==> src/rtl/rr_grant_ctrl_if.sv <==
// Request/grant bundle between requesters and the round-robin grant controller.
// The arbiter side uses the slave modport; requesters use the master modport.
interface rr_grant_ctrl_if #(
  parameter int N = 4
);
  localparam int IW = (N > 1) ? $clog2(N) : 1;

  logic [N-1:0]  i_req;
  logic          i_ack;
  logic [N-1:0]  o_gnt;
  logic [IW-1:0] o_gnt_idx;
  logic          o_gnt_valid;
  logic          o_timeout;

  modport master (
    output i_req,
    output i_ack,
    input  o_gnt,
    input  o_gnt_idx,
    input  o_gnt_valid,
    input  o_timeout
  );

  modport slave (
    input  i_req,
    input  i_ack,
    output o_gnt,
    output o_gnt_idx,
    output o_gnt_valid,
    output o_timeout
  );
endinterface

==> src/rtl/rr_grant_ctrl.sv <==
// Round-robin grant controller: rotating priority pointer, masked/unmasked
// lowest-bit encoders, and a one-hot grant held until ack, withdraw or timeout.
//
//   state   | meaning
//   --------+-------------------------------------------------------------
//   S_IDLE  | no grant; arbitrate among i_req on every cycle
//   S_GRANT | one-hot grant held; release on ack, withdraw or hold timeout
module rr_grant_ctrl #(
  parameter int N        = 4,
  parameter int MAX_HOLD = 16
) (
  input  logic            i_clk,
  input  logic            i_rst_n,
  rr_grant_ctrl_if.slave  bus
);
  localparam int IW = (N > 1) ? $clog2(N) : 1;
  localparam int HW = (MAX_HOLD > 0) ? $clog2(MAX_HOLD + 1) : 1;
  localparam logic [HW-1:0] HOLD_LAST = (MAX_HOLD > 0) ? HW'(MAX_HOLD - 1) : '0;
  localparam logic [HW-1:0] HOLD_SAT  = (MAX_HOLD > 0) ? HW'(MAX_HOLD) : {HW{1'b1}};
  localparam logic [IW-1:0] IDX_LAST  = IW'(N - 1);

  typedef enum logic {
    S_IDLE,
    S_GRANT
  } state_t;

  state_t        state;
  logic [IW-1:0] ptr;
  logic [HW-1:0] hold_cnt;

  logic [N-1:0]  mask;
  logic [N-1:0]  masked;
  logic [IW-1:0] win_m;
  logic [IW-1:0] win_u;
  logic [IW-1:0] win_idx;
  logic          rel_ack;
  logic          rel_drop;
  logic          rel_to;
  logic          release_now;
  logic [IW-1:0] ptr_next;

  always_comb begin
    mask  = '0;
    win_m = '0;
    win_u = '0;
    for (int i = 0; i < N; i++) begin
      mask[i] = (i >= int'(ptr));
    end
    masked = bus.i_req & mask;
    // Scan high to low so the last hit is the lowest set bit.
    for (int i = N - 1; i >= 0; i--) begin
      if (masked[i]) win_m = IW'(i);
      if (bus.i_req[i]) win_u = IW'(i);
    end
    win_idx = (|masked) ? win_m : win_u;
  end

  always_comb begin
    rel_ack     = bus.i_ack;
    rel_drop    = ~(|(bus.i_req & bus.o_gnt));
    rel_to      = (MAX_HOLD != 0) && (hold_cnt == HOLD_LAST);
    release_now = rel_ack | rel_drop | rel_to;
    ptr_next    = (bus.o_gnt_idx == IDX_LAST) ? '0 : bus.o_gnt_idx + IW'(1);
  end

  always_ff @(posedge i_clk or negedge i_rst_n) begin
    if (!i_rst_n) begin
      state           <= S_IDLE;
      ptr             <= '0;
      hold_cnt        <= '0;
      bus.o_gnt       <= '0;
      bus.o_gnt_idx   <= '0;
      bus.o_gnt_valid <= 1'b0;
      bus.o_timeout   <= 1'b0;
    end else begin
      bus.o_timeout <= 1'b0;
      case (state)
        S_IDLE: begin
          if (|bus.i_req) begin
            state           <= S_GRANT;
            bus.o_gnt       <= N'(1) << win_idx;
            bus.o_gnt_idx   <= win_idx;
            bus.o_gnt_valid <= 1'b1;
            hold_cnt        <= '0;
          end
        end
        S_GRANT: begin
          if (release_now) begin
            state           <= S_IDLE;
            ptr             <= ptr_next;
            bus.o_gnt       <= '0;
            bus.o_gnt_valid <= 1'b0;
            // Ack and withdraw take precedence, so only a pure timeout pulses.
            bus.o_timeout   <= rel_to & ~rel_ack & ~rel_drop;
          end else if (hold_cnt != HOLD_SAT) begin
            hold_cnt <= hold_cnt + HW'(1);
          end
        end
        default: state <= S_IDLE;
      endcase
    end
  end
endmodule

==> src/flat_wrapper.sv <==
// flat-port wrapper written by rule: the top's interface ports become plain ports
module rr_grant_ctrl_flat 
#(
  parameter int N        = 4,
  parameter int MAX_HOLD = 16
)
  (i_clk, i_rst_n, bus_i_req, bus_i_ack, bus_o_gnt, bus_o_gnt_idx, bus_o_gnt_valid, bus_o_timeout);
  rr_grant_ctrl_if #(.N(N)) bus_i ();
  input  logic i_clk;
  input  logic i_rst_n;
  input wire logic [$bits(bus_i.i_req)-1:0] bus_i_req;
  input wire logic [$bits(bus_i.i_ack)-1:0] bus_i_ack;
  output wire logic [$bits(bus_i.o_gnt)-1:0] bus_o_gnt;
  output wire logic [$bits(bus_i.o_gnt_idx)-1:0] bus_o_gnt_idx;
  output wire logic [$bits(bus_i.o_gnt_valid)-1:0] bus_o_gnt_valid;
  output wire logic [$bits(bus_i.o_timeout)-1:0] bus_o_timeout;
  assign bus_i.i_req = bus_i_req;
  assign bus_i.i_ack = bus_i_ack;
  assign bus_o_gnt = bus_i.o_gnt;
  assign bus_o_gnt_idx = bus_i.o_gnt_idx;
  assign bus_o_gnt_valid = bus_i.o_gnt_valid;
  assign bus_o_timeout = bus_i.o_timeout;
  rr_grant_ctrl #(.N(N), .MAX_HOLD(MAX_HOLD)) u_core (.i_clk(i_clk), .i_rst_n(i_rst_n), .bus(bus_i));
endmodule
==> config.mk <==
export PLATFORM = sky130hd
export DESIGN_NAME = rr_grant_ctrl_flat
export DESIGN_NICKNAME = d
export VERILOG_FILES = /design/src/rtl/rr_grant_ctrl_if.sv /design/src/rtl/rr_grant_ctrl.sv /design/src/flat_wrapper.sv
export SDC_FILE = /design/constraint.sdc
export NUM_CORES = 1
export LEC_CHECK = 0
export BUFFER_PORTS_ARGS = -buffer_cell sky130_fd_sc_hd__buf_2
export CORE_MARGIN = 8
export CORE_UTILIZATION = 45
export CTS_BUF_LIST = sky130_fd_sc_hd__clkbuf_8
export CTS_CLUSTER_SIZE = 40
export DETAILED_ROUTE_END_ITERATION = 8
export HOLD_SLACK_MARGIN = 0.02
export PLACE_DENSITY_LB_ADDON = 0.08
export SLEW_MARGIN = 20
export SYNTH_ARGS = -nofsm -noshare
export SYNTH_HDL_FRONTEND = slang
export SYNTH_SLANG_ARGS = --single-unit
==> constraint.sdc <==
create_clock -name i_clk -period 5.59 [get_ports i_clk]
set_input_delay 1.118 -clock i_clk [delete_from_list [all_inputs] [get_ports i_clk]]
set_output_delay 1.118 -clock i_clk [all_outputs]
set_load 0.01 [all_outputs]
; ---- Yosys cells after proc, flatten, opt, wreduce, memory -nomap -nowiden
; Cells that the tools add are included.
[op_classes]
n_addsub = 2
order_cmp = 3
eq_ne = 7
n_shift = 1
n_mux = 25
bitwise_logic = 9
reduce_logical = 7
[op_table]
columns = operator, n
row1 = 2-bit 2-to-1 mux, 10
row2 = 5-bit 2-to-1 mux, 3
row3 = 4-bit OR reduction, 3
row4 = 5-bit one-hot mux with 2 select lines, 1
row5 = 4-bit AND, 2
row6 = 4-bit 2-to-1 mux, 2
row7 = 4-bit one-hot mux with 2 select lines, 1
row8 = 1-bit 2-to-1 mux, 6
row9 = 2-bit inequality test (second input constant), 3
row10 = 2-bit AND reduction, 3
row11 = 5-bit by 1-bit adder with 5-bit output (second input constant), 1
row12 = 5-bit by 4-bit equality test with 1-bit output (second input constant), 1
row13 = 5-bit inequality test (second input constant), 1
row14 = 1-bit by 2-bit >= comparator with 1-bit output (first input constant), 2
row15 = 1-bit one-hot mux with 2 select lines, 2
row16 = 1-bit by 2-bit << shifter with 4-bit output (first input constant), 1
row17 = 1-bit NOT, 3
row18 = 3-bit AND reduction, 1
row19 = 2-bit by 1-bit adder with 2-bit output (second input constant), 1
row20 = 1-bit AND, 2
row21 = 2-bit equality test (second input constant), 1
row22 = 2-bit >= comparator (first input constant), 1
row23 = 2-bit by 1-bit inequality test with 1-bit output (second input constant), 1
row24 = 1-bit bitwise OR, 2
[word_totals]
regBits = 16
inputBits = 7
output_inout_bits = 8
word_cells = 61

; ---- Depth between registers and ports, before layout
; Gate-level depths: netlist (run 1).
[depth]
ltp_word = 10
ltp_mapped = 7
depth_no_buf = 6

; ---- Worst setup path after synthesis (run 1)
; Ideal clock, no wire load.
[synth_path]
path_kind = in2reg
from = in bus_i_req[2]
to = reg u_core.hold_cnt[2]
setup_time_ns = 0.081
t_arrival_ns = 2.124
t_required_ns = 5.509
slack_ns = 3.385
path_stages = 4
path_cell_list = a22oi_2 a211o_1 or4_4 o211ai_2
[synth_between]
elab_chain_cells = 7
word_cells_on_any_way = 9
classes_between = eq/ne: 2 / bitwise: 4 / reduce/logical: 3
[synth_rtl]
columns = item, line
row1 = from (decl), flat_wrapper.sv:11  ; input wire logic [$bits(bus_i.i_req)-1:0] bus_i_req;
row2 = 4-bit AND, rr_grant_ctrl.sv:60  ; rel_drop = ~(|(bus.i_req & bus.o_gnt));
row3 = 4-bit OR reduction, rr_grant_ctrl.sv:60
row4 = 1-bit NOT, rr_grant_ctrl.sv:60
row5 = 1-bit bitwise OR (2 in series), rr_grant_ctrl.sv:62  ; release_now = rel_ack | rel_drop | rel_to;
row6 = 2-bit inequality test (no line), -
row7 = 3-bit AND reduction (no line) *, -
row8 = to (signal assigned), rr_grant_ctrl.sv:96  ; hold_cnt <= hold_cnt + HW'(1);
row9 = to (decl), rr_grant_ctrl.sv:29  ; logic [HW-1:0] hold_cnt;
; Every way passes the cells marked *; elsewhere a longest branch is shown, timed or not.
; A chain may end at the register's enable or synchronous reset.

; ---- Final worst setup path (run 1)
[layout_path]
from = in bus_i_req[3]
to = reg u_core.hold_cnt[2]
; Same word-level chain as after synthesis.

==> impl_metrics.ini, run 1 <==
[status]
status = finished, final reports clean

[routing]
first_iter_violations = 35
drc = 0
drt_first_pass_iters = 4
antenna_left = 0
viasPerCell = 5.844
vias = 824
wl_per_cell_um = 15.03
routed_wl_um = 2119

[critical_path]
crit_type = input pin to flip-flop
cp-start-kind = input pin
crit_required_ps = 5760
worstPathMaxFanout = 6
cp.arrival_ps = 2330
reg2reg_depth = 6
cp-end-kind = flip-flop

[finish]
nFillCells = 193
utilization_pct = 55.74
antenna_cells = 0
finalNetCount = 126
syn_to_final_growth_pct = 16.38
drive_above_1_share_pct = 23.68

[floorplanning]
initial_utilization_pct = 47.90
io_pins = 15
core_area_um2 = 1962
fp.dieW_um = 61.70
fp-row-count = 16
die_h_um = 61.70
die_area_um2 = 3806

[grt]
antenna_found_initial = 0
track_usage_pct = 12.37
grt_pass1_vias = 780
grt_pass1_wl_um = 3581
gr-total-overflow = 0
grt_max_degree = 19

[clock_network]
cts_tree = yes
cts.htree.levels = 1
root_buffer = clkbuf_8
insertion_delay_ps = 250
postCtsHoldBufs = 0
max-clock-path-buffers = 2
cts.sinks = 16
ctsResizeCount = 0
numCtsBuffers = 3
post-cts-setup-buffers = 0
clk_pin_slew_ps = 70

[placement]
portBuffers = 14
dp_hpwl_um = 1577
gp_congestion = 0.8392

[timing]
rsz0062_at_grt = false
fin_skew_ps = 3.952
finalSetupViolCount = 0
fin_tns_setup_ps = 0
hold_viol = 0
period_share_pct = 38.71
slew_headroom_pct = 64.66
min_period_ps = 2164
tightest_slew_ps = 530.1
drv_slew = 0
fmaxAchievable_mhz = 462.1

[synth]
syn-cell-area_um2 = 939.7
synthArstFlopShare_pct = 100.0
synth_warnings = 0
ys_seq_area_share_pct = 42.61
synth_cells = 99
synth_common_cells = dfrtp_1 (16), nand2_1 (10), inv_1 (7), o21ai_0 (6)
synth_top_area_share_pct = 42.61
ys_top_cells_by_area = dfrtp_1 (43%), ha_1 (5.3%), nand2_1 (4.0%)
synthFlopType = dfrtp_1
synth_edf_count = 0
syn_nets = 110
ys_ff_latch = 16
yosysMostFrequentCell = dfrtp_1
yosysTopAreaCell = dfrtp_1
syn_avg_cell_area_um2 = 9.491
synth.distinct_cells = 35

[worst_hold_path]
holdPathStages = 1
holdCritPathClass = flip-flop to flip-flop

[flow_run]
maxCapViolCount = 0

[power_and_ir_drop]
ir_drop_uv = 238.8
power.density_nw_per_um2 = 467.2
leakagePower_nw = 0.5329
## report_power, final
part | internal [mW] | switching, mW | total [mW]
Combinational | 0.0831 | 0.108 | 0.191
Sequential | 0.156 | 0.0601 | 0.216
Clock | 0.0625 | 0.0412 | 0.104
Total | 0.302 | 0.209 | 0.511
## worst max-delay path, cell delays in order
cell,delay [ps]
buf_2,140
a22oi_2,90
a211o_1,380
or4_4,530
o211ai_2,80
## cell type report
type | instances | area [um2] | share of cell area [%]
clock buffers | 4 | 55.05 | 5.034
inverters | 7 | 26.28 | 2.403
repair buffers | 16 | 85.08 | 7.780
multi-input cells | 71 | 493.0 | 45.08
well taps | 27 | 33.78 | 3.089
flip-flops and latches | 16 | 400.4 | 36.61
## flip-flops by register name, summed over array words and instances, names as in the netlist
signal                  flops
u_core.bus.o_gnt_valid      1
u_core.hold_cnt             5
u_core.bus.o_gnt            4
u_core.state                1
u_core.ptr                  2
u_core.bus.o_gnt_idx        2
u_core.bus.o_timeout        1
## path summary, 6_finish.rpt
path                                         start                  end  slack, ps
min                        u_core.bus.o_gnt_idx[0]        u_core.ptr[0]        540
min in group asynchronous                  i_rst_n  u_core.bus.o_gnt[1]        770
min reg2reg                u_core.bus.o_gnt_idx[0]        u_core.ptr[0]        540
max in group asynchronous                  i_rst_n   u_core.hold_cnt[3]       4560
max reg2reg                     u_core.hold_cnt[0]   u_core.hold_cnt[2]       3570
max                                   bus_i_req[3]   u_core.hold_cnt[2]       3430
## cells by family after synthesis
logic type                 Yosys count  synth area share, %
AOI/OAI and AO/OA                   32                24.90
adders and majority gates            4                5.326
buffers and inverters               12                4.926
DFF                                 16                42.61
muxes                                4                4.394
and+or+nand+nor                     31                17.84
## metrics by stage
step                setup WS, ps  hold WS [ps]  std cells  power (mW)  cell area, um2
floorplan                   3385         518.7         99      0.3404           939.7
global placement            3200         500.3        137      0.4030            1039
detailed placement          3169         521.6        137      0.4081            1039
CTS                         3426         536.1        141      0.5104            1094
global route                3355         582.1        141      0.5498            1094
finish                      3426         536.1        141      0.5109            1094
## layer usage
| layer | vias to the layer above | part of all wire (%) | global-route usage, % |
|---|---|---|---|
| met1 | 382 | 49 | 17.80 |
| met2 | 36 | 41 | 17.58 |
| li1 | 404 | - | - |
| met4 | 0 | 0.47 | 3.247 |
| met5 | - | 0 | 0 |
| met3 | 2 | 9.7 | 3.292 |
## cells in the final DEF, fill, tap and decap left out, types with 3 or more instances in the layout
cell type  instances
nand2_1           10
o31ai_1            5
dfrtp_1           16
clkbuf_8           4
nand4_1            3
mux2i_1            3
inv_1              7
and3_1             5
a31oi_1            4
buf_2             14
nor2_1             4
ha_1               4
a22oi_1            3
o21ai_0            6
(Power assumes the default switching activity.)
==> run 2: changes to the inputs <==
clock period = 2 ns   (was 5.59 ns; I/O delays follow)
==> run 2 against run 1 <==
Against the previous run:
- combinational power increased to 3.1 times the previous value
- global-route usage up 0.48 points
- clock-buffer cell count decreased by 1
- worst setup slack got worse by 3300 ps
- clock power grew 120%
- critical path type is now flip-flop to flip-flop
- highest routed layer unchanged
==> impl_metrics.ini, run 2 (synthesis gave the netlist of run 1 again) <==
[status]
status = finished, final reports clean

[critical_path]
reg2reg_depth = 6
cp.arrival_ps = 2090
worstPathMaxFanout = 5
path_buf_inv = 0
path_delay_family = simple AND/OR/NAND/NOR gates
crit_required_ps = 2170
cpMaxStageDelayCell = or4_4
crit_path_frequent_cell = ha_2
path_cells = ha_2 -> and3_1 -> ha_2 -> a211o_1 -> or4_4 -> o211ai_2
crit_path_max_incr_delay_ps = 530
cp-start-kind = flip-flop
r2r_start = u_core.hold_cnt[0]
cp-end-kind = flip-flop
crit_type = flip-flop to flip-flop
rrSetupSlack_ps = 80
r2r_end = u_core.hold_cnt[2]

[clock_network]
root_buffer = clkbuf_8
clk_pin_slew_ps = 60
max-clock-path-buffers = 2
cts.sinks = 16
cts_tree = yes
numCtsBuffers = 3
cts.htree.levels = 1
postCtsHoldBufs = 0
insertion_delay_ps = 240

[grt]
antenna_found_initial = 0
grt_pass1_vias = 838
grt_pass1_wl_um = 3684
track_usage_pct = 12.85
gr-total-overflow = 0
grt_max_degree = 17

[timing]
drv_slew = 0
min_period_ps = 1921
finalSetupViolCount = 0
hold_viol = 0
fin_skew_ps = 6.583
period_share_pct = 96.07
slew_headroom_pct = 70.63
tightest_slew_ps = 440.5
fin_tns_setup_ps = 0
fmaxAchievable_mhz = 520.4

[floorplanning]
core_area_um2 = 1962
die_h_um = 61.70
fp.dieW_um = 61.70
fp-row-count = 16
io_pins = 15
die_area_um2 = 3806
initial_utilization_pct = 47.90

[finish]
syn_to_final_growth_pct = 17.84
fin_area_um2 = 1107
nFillCells = 196
antenna_cells = 0
final_cell_mix = dfrtp_1 (16), buf_2 (14), nand2_1 (10)
top_regs = u_core.hold_cnt: 5 flops, u_core.bus.o_gnt: 4 flops
largest-register = u_core.hold_cnt
finalNetCount = 129
largest_reg_flops = 5
mostFrequentLayoutCell = dfrtp_1
drive_above_1_share_pct = 26.72

[placement]
gp_congestion = 0.8305
dp_hpwl_um = 1626
portBuffers = 14
placed_area_um2 = 1054

[power_and_ir_drop]
leakagePower_nw = 0.5359
power.density_nw_per_um2 = 1256
ir_drop_uv = 624.1

[routing]
antenna_left = 0
vias = 841
first_iter_violations = 37
wl_per_cell_um = 15.24
routed_wl_um = 2180
drt_first_pass_iters = 4
viasPerCell = 5.881
drc = 0

[worst_hold_path]
holdCritPathClass = input pin to asynchronous set/reset pin

[flow_run]
maxCapViolCount = 0
run 2: cell types whose count changed in the layout (fill, tap and decap cells not counted):
cell	before	now
ha_2	0	2
ha_1	4	2
clkbuf_8	4	3
buf_4	2	5
run 2: metal layers:
layer / share of wire [%] / vias to the layer above / global-route usage [%]
met5: 0 / - / 0
met4: 0.46 / 0 / 2.922
met3: 8.0 / 2 / 4.938
met2: 46 / 30 / 20.97
met1: 46 / 403 / 15.55
li1: - / 406 / -
run 2: area by class of cell:
type | count | area (um2) | area share (%)
well taps | 27 | 33.78 | 3.051
flip-flops and latches | 16 | 400.4 | 36.16
repair buffers | 19 | 107.6 | 9.718
inverters | 7 | 26.28 | 2.373
clock buffers | 3 | 41.29 | 3.729
multi-input cells | 71 | 498.0 | 44.97
run 2: worst max-delay path by stage:
stage                  startpoint                 end  cells after the start
6_report       u_core.hold_cnt[0]  u_core.hold_cnt[2]                      6
3_3_place_gp   u_core.hold_cnt[0]  u_core.hold_cnt[2]                      6
4_1_cts        u_core.hold_cnt[0]  u_core.hold_cnt[2]                      6
2_1_floorplan  u_core.hold_cnt[0]  u_core.hold_cnt[2]                      6
3_5_place_dp   u_core.hold_cnt[0]  u_core.hold_cnt[2]                      6
5_1_grt        u_core.hold_cnt[0]  u_core.hold_cnt[2]                      6
run 2: per-stage QoR:
stage               hold WS, ps  utilization (%)  worst slack, ps  power, mW  std cells
global route              81.48            56.44           -2.060      1.512        143
global placement          328.6            53.70            65.61      1.140        139
floorplan                 104.4                -            118.3     0.9516         99
CTS                       66.01            55.80            35.27      1.392        142
detailed placement        330.8            53.70            45.94      1.158        139
finish                    55.55            56.44            78.51      1.391        143
run 2: where the power goes:
group	leakage (nW)	switching, mW	internal [mW]	total [mW]
combinational	0.307	0.329	0.255	0.584
clock	0.0216	0.0950	0.133	0.228
sequential	0.208	0.142	0.437	0.579
total	0.536	0.566	0.825	1.39
run 2: what timing repair did:
| item | CTS | global route |
|---|---|---|
| setup buffers | 0 | 1 |
| endpoints found under the setup margin | 0 | 1 |
| gates resized for setup | 0 | 2 |
==> run 3: changes to the inputs <==
--- a/config.mk
+++ b/config.mk
@@ -7,2 +7,3 @@
 export LEC_CHECK = 0
+export ABC_AREA = 1
 export BUFFER_PORTS_ARGS = -buffer_cell sky130_fd_sc_hd__buf_2
@@ -14,3 +15,3 @@
 export HOLD_SLACK_MARGIN = 0.02
-export PLACE_DENSITY_LB_ADDON = 0.08
+export PLACE_DENSITY_LB_ADDON = 0.05
 export SLEW_MARGIN = 20
--- a/constraint.sdc
+++ b/constraint.sdc
@@ -3,2 +3,2 @@
 set_output_delay 0.4 -clock i_clk [all_outputs]
-set_load 0.01 [all_outputs]
+set_load 0.1 [all_outputs]
==> run 3 against run 2 <==
Against the previous run:
- final area decreased by 2.0%
- via count grew 1.1%
- final cell count increased by 22%
- critical path type unchanged
==> impl_metrics.ini, run 3 <==
[status]
status = finished, final reports clean

[grt]
antenna_found_initial = 0
grt_pass1_vias = 739
track_usage_pct = 11.28
gr-total-overflow = 0
grt_max_degree = 17
grt_pass1_wl_um = 3277

[synth]
syn_nets = 143
synthFlopType = dfrtp_1
synth.distinct_cells = 19
synth_warnings = 0
syn-cell-area_um2 = 944.7
synthArstFlopShare_pct = 100.0
synth_top_area_share_pct = 42.38
yosysTopAreaCell = dfrtp_1
ys_top_cells_by_area = dfrtp_1 (42%), nand2_1 (19%), nor2_1 (6.8%)
synth_cells = 132
ys_ff_latch = 16
syn_avg_cell_area_um2 = 7.156
yosysMostFrequentCell = nand2_1
ys_seq_area_share_pct = 42.38
synth_common_cells = nand2_1 (48), nor2_1 (17), dfrtp_1 (16), nand3_1 (11), inv_1 (10)
synth_edf_count = 0

[timing]
whs_ps = 53.80
fin_skew_ps = 3.872
fin_tns_setup_ps = 0
rsz0062_at_grt = false
min_period_ps = 1632
slew_headroom_pct = 67.69
finalSetupViolCount = 0
drv_slew = 0
tightest_slew_ps = 488.0
fmaxAchievable_mhz = 612.7
hold_viol = 0
period_share_pct = 81.61

[clock_network]
postCtsHoldBufs = 0
root_buffer = clkbuf_8
insertion_delay_ps = 250
ctsResizeCount = 0
cts.htree.levels = 1
cts_tree = yes
cts.sinks = 16
post-cts-setup-buffers = 0
numCtsBuffers = 3
clk_pin_slew_ps = 70
max-clock-path-buffers = 2

[finish]
drive_above_1_share_pct = 19.59
nFillCells = 200
final_cell_mix = nand2_1 (48), nor2_1 (17), dfrtp_1 (16)
largest_reg_flops = 5
antenna_cells = 0
finalNetCount = 160
syn_to_final_growth_pct = 14.83
top_regs = u_core.hold_cnt: 5 flops, u_core.bus.o_gnt: 4 flops
largest-register = u_core.hold_cnt
mostFrequentLayoutCell = nand2_1

[critical_path]
path_cells = ha_1 -> nand2_1 -> nor2_1 -> ha_1 -> inv_1 -> nand3_2 -> nand2_4 -> nand3_2 -> nand2_1 -> nand2_1
cp-start-kind = flip-flop
crit_path_max_incr_delay_ps = 420
cp.arrival_ps = 1770
crit_required_ps = 2140
path_buf_inv = 1
worstPathMaxFanout = 14
cp-end-kind = flip-flop
r2r_start = u_core.hold_cnt[0]
r2r_end = u_core.hold_cnt[0]
path_delay_family = simple AND/OR/NAND/NOR gates
rrSetupSlack_ps = 370
cpMaxStageDelayCell = dfrtp_1
reg2reg_depth = 10
crit_path_frequent_cell = nand2_1
crit_type = flip-flop to flip-flop

[placement]
portBuffers = 14
gp_congestion = 0.8032
dp_hpwl_um = 1511

[routing]
first_iter_violations = 24
vias = 850
wl_per_cell_um = 11.27
drc = 0
drt_first_pass_iters = 4
viasPerCell = 4.857
routed_wl_um = 1973
antenna_left = 0

[power_and_ir_drop]
power.density_nw_per_um2 = 1746
ir_drop_uv = 1050
leakagePower_nw = 0.6143

[floorplanning]
initial_utilization_pct = 48.15
fp-row-count = 16
core_area_um2 = 1962
die_area_um2 = 3821
die_h_um = 61.82
io_pins = 15
fp.dieW_um = 61.82

[worst_hold_path]
holdCritPathClass = input pin to asynchronous set/reset pin

[flow_run]
maxCapViolCount = 0
run 3: cell count changes in the layout (fill, tap and decap cells not counted), moves of 4 or more:
| cell | delta |
|---|---|
| and3_1 | -5 |
| buf_4 | -5 |
| inv_2 | +7 |
| nand2_1 | +38 |
| nand3_1 | +10 |
| nor2_1 | +13 |
| o21ai_0 | -4 |
| o31ai_1 | -5 |
run 3: per-layer routing:
layer | global-route usage [%] | vias to the layer above | wire length (um)
li1 | - | 447 | -
met1 | 14.44 | 381 | 946
met2 | 17.43 | 18 | 863
met3 | 3.498 | 4 | 143
met4 | 3.896 | 0 | 19
met5 | 0 | - | 0
run 3: worst register-to-register path, cell delays in order, from the launching register on:
cell,delay [ps]
dfrtp_1,420
ha_1,230
nand2_1,80
nor2_1,40
ha_1,170
inv_1,80
nand3_2,100
nand2_4,150
nand3_2,120
nand2_1,90
nand2_1,50
run 3: metrics by stage:
| stage | power [mW] | setup WS (ps) | std cells | instance area [um2] | util [%] |
|---|---|---|---|---|---|
| 5_1_grt | 2.036 | 220.0 | 175 | 1085 | 55.29 |
| 3_3_place_gp | 1.610 | 426.5 | 171 | 1030 | 52.49 |
| 4_1_cts | 1.913 | 356.6 | 175 | 1085 | 55.29 |
| 2_1_floorplan | 1.463 | 275.2 | 132 | 944.7 | - |
| 3_5_place_dp | 1.618 | 369.6 | 171 | 1030 | 52.49 |
| 6_report | 1.894 | 367.9 | 175 | 1085 | 55.29 |
run 3: power by group:
group	leakage, nW	switching, mW	internal (mW)	total [mW]
clock network	0.0288	0.112	0.175	0.287
registers	0.207	0.128	0.443	0.572
logic	0.378	0.805	0.230	1.04
run 3: area by class of cell:
cell class / instances / area, um2 / area share, %
repair buffers: 14 / 70.07 / 6.459
inverters: 17 / 63.81 / 5.882
clock buffers: 4 / 55.05 / 5.075
multi-input cells: 97 / 461.7 / 42.56
well taps: 27 / 33.78 / 3.114
flip-flops and latches: 16 / 400.4 / 36.91
run 3: cells by family (layout without fill, tap and decap cells):
family | Yosys count | in the layout | synth area share (%)
AO/OA/AOI/OAI | 5 | 5 | 2.781
flip-flops | 16 | 16 | 42.38
AND/OR/NAND/NOR | 88 | 88 | 40.79
adder cells (fa/ha/maj) | 4 | 4 | 5.298
buffers and inverters | 19 | 35 | 8.743
run 3: how the worst max path moves through the flow:
| stage | start | end | slack (ps) | cells past startpoint |
|---|---|---|---|---|
| 6_report | u_core.hold_cnt[0] | u_core.hold_cnt[0] | 370 | 10 |
| 5_1_grt | u_core.hold_cnt[0] | u_core.hold_cnt[0] | 220 | 10 |
| 4_1_cts | u_core.hold_cnt[0] | u_core.hold_cnt[0] | 360 | 10 |
| 3_5_place_dp | u_core.hold_cnt[0] | u_core.hold_cnt[0] | 370 | 10 |
| 3_3_place_gp | u_core.hold_cnt[0] | u_core.hold_cnt[4] | 430 | 10 |
| 2_1_floorplan | u_core.bus.o_gnt[2] | u_core.bus.o_gnt[0] | 280 | 9 |
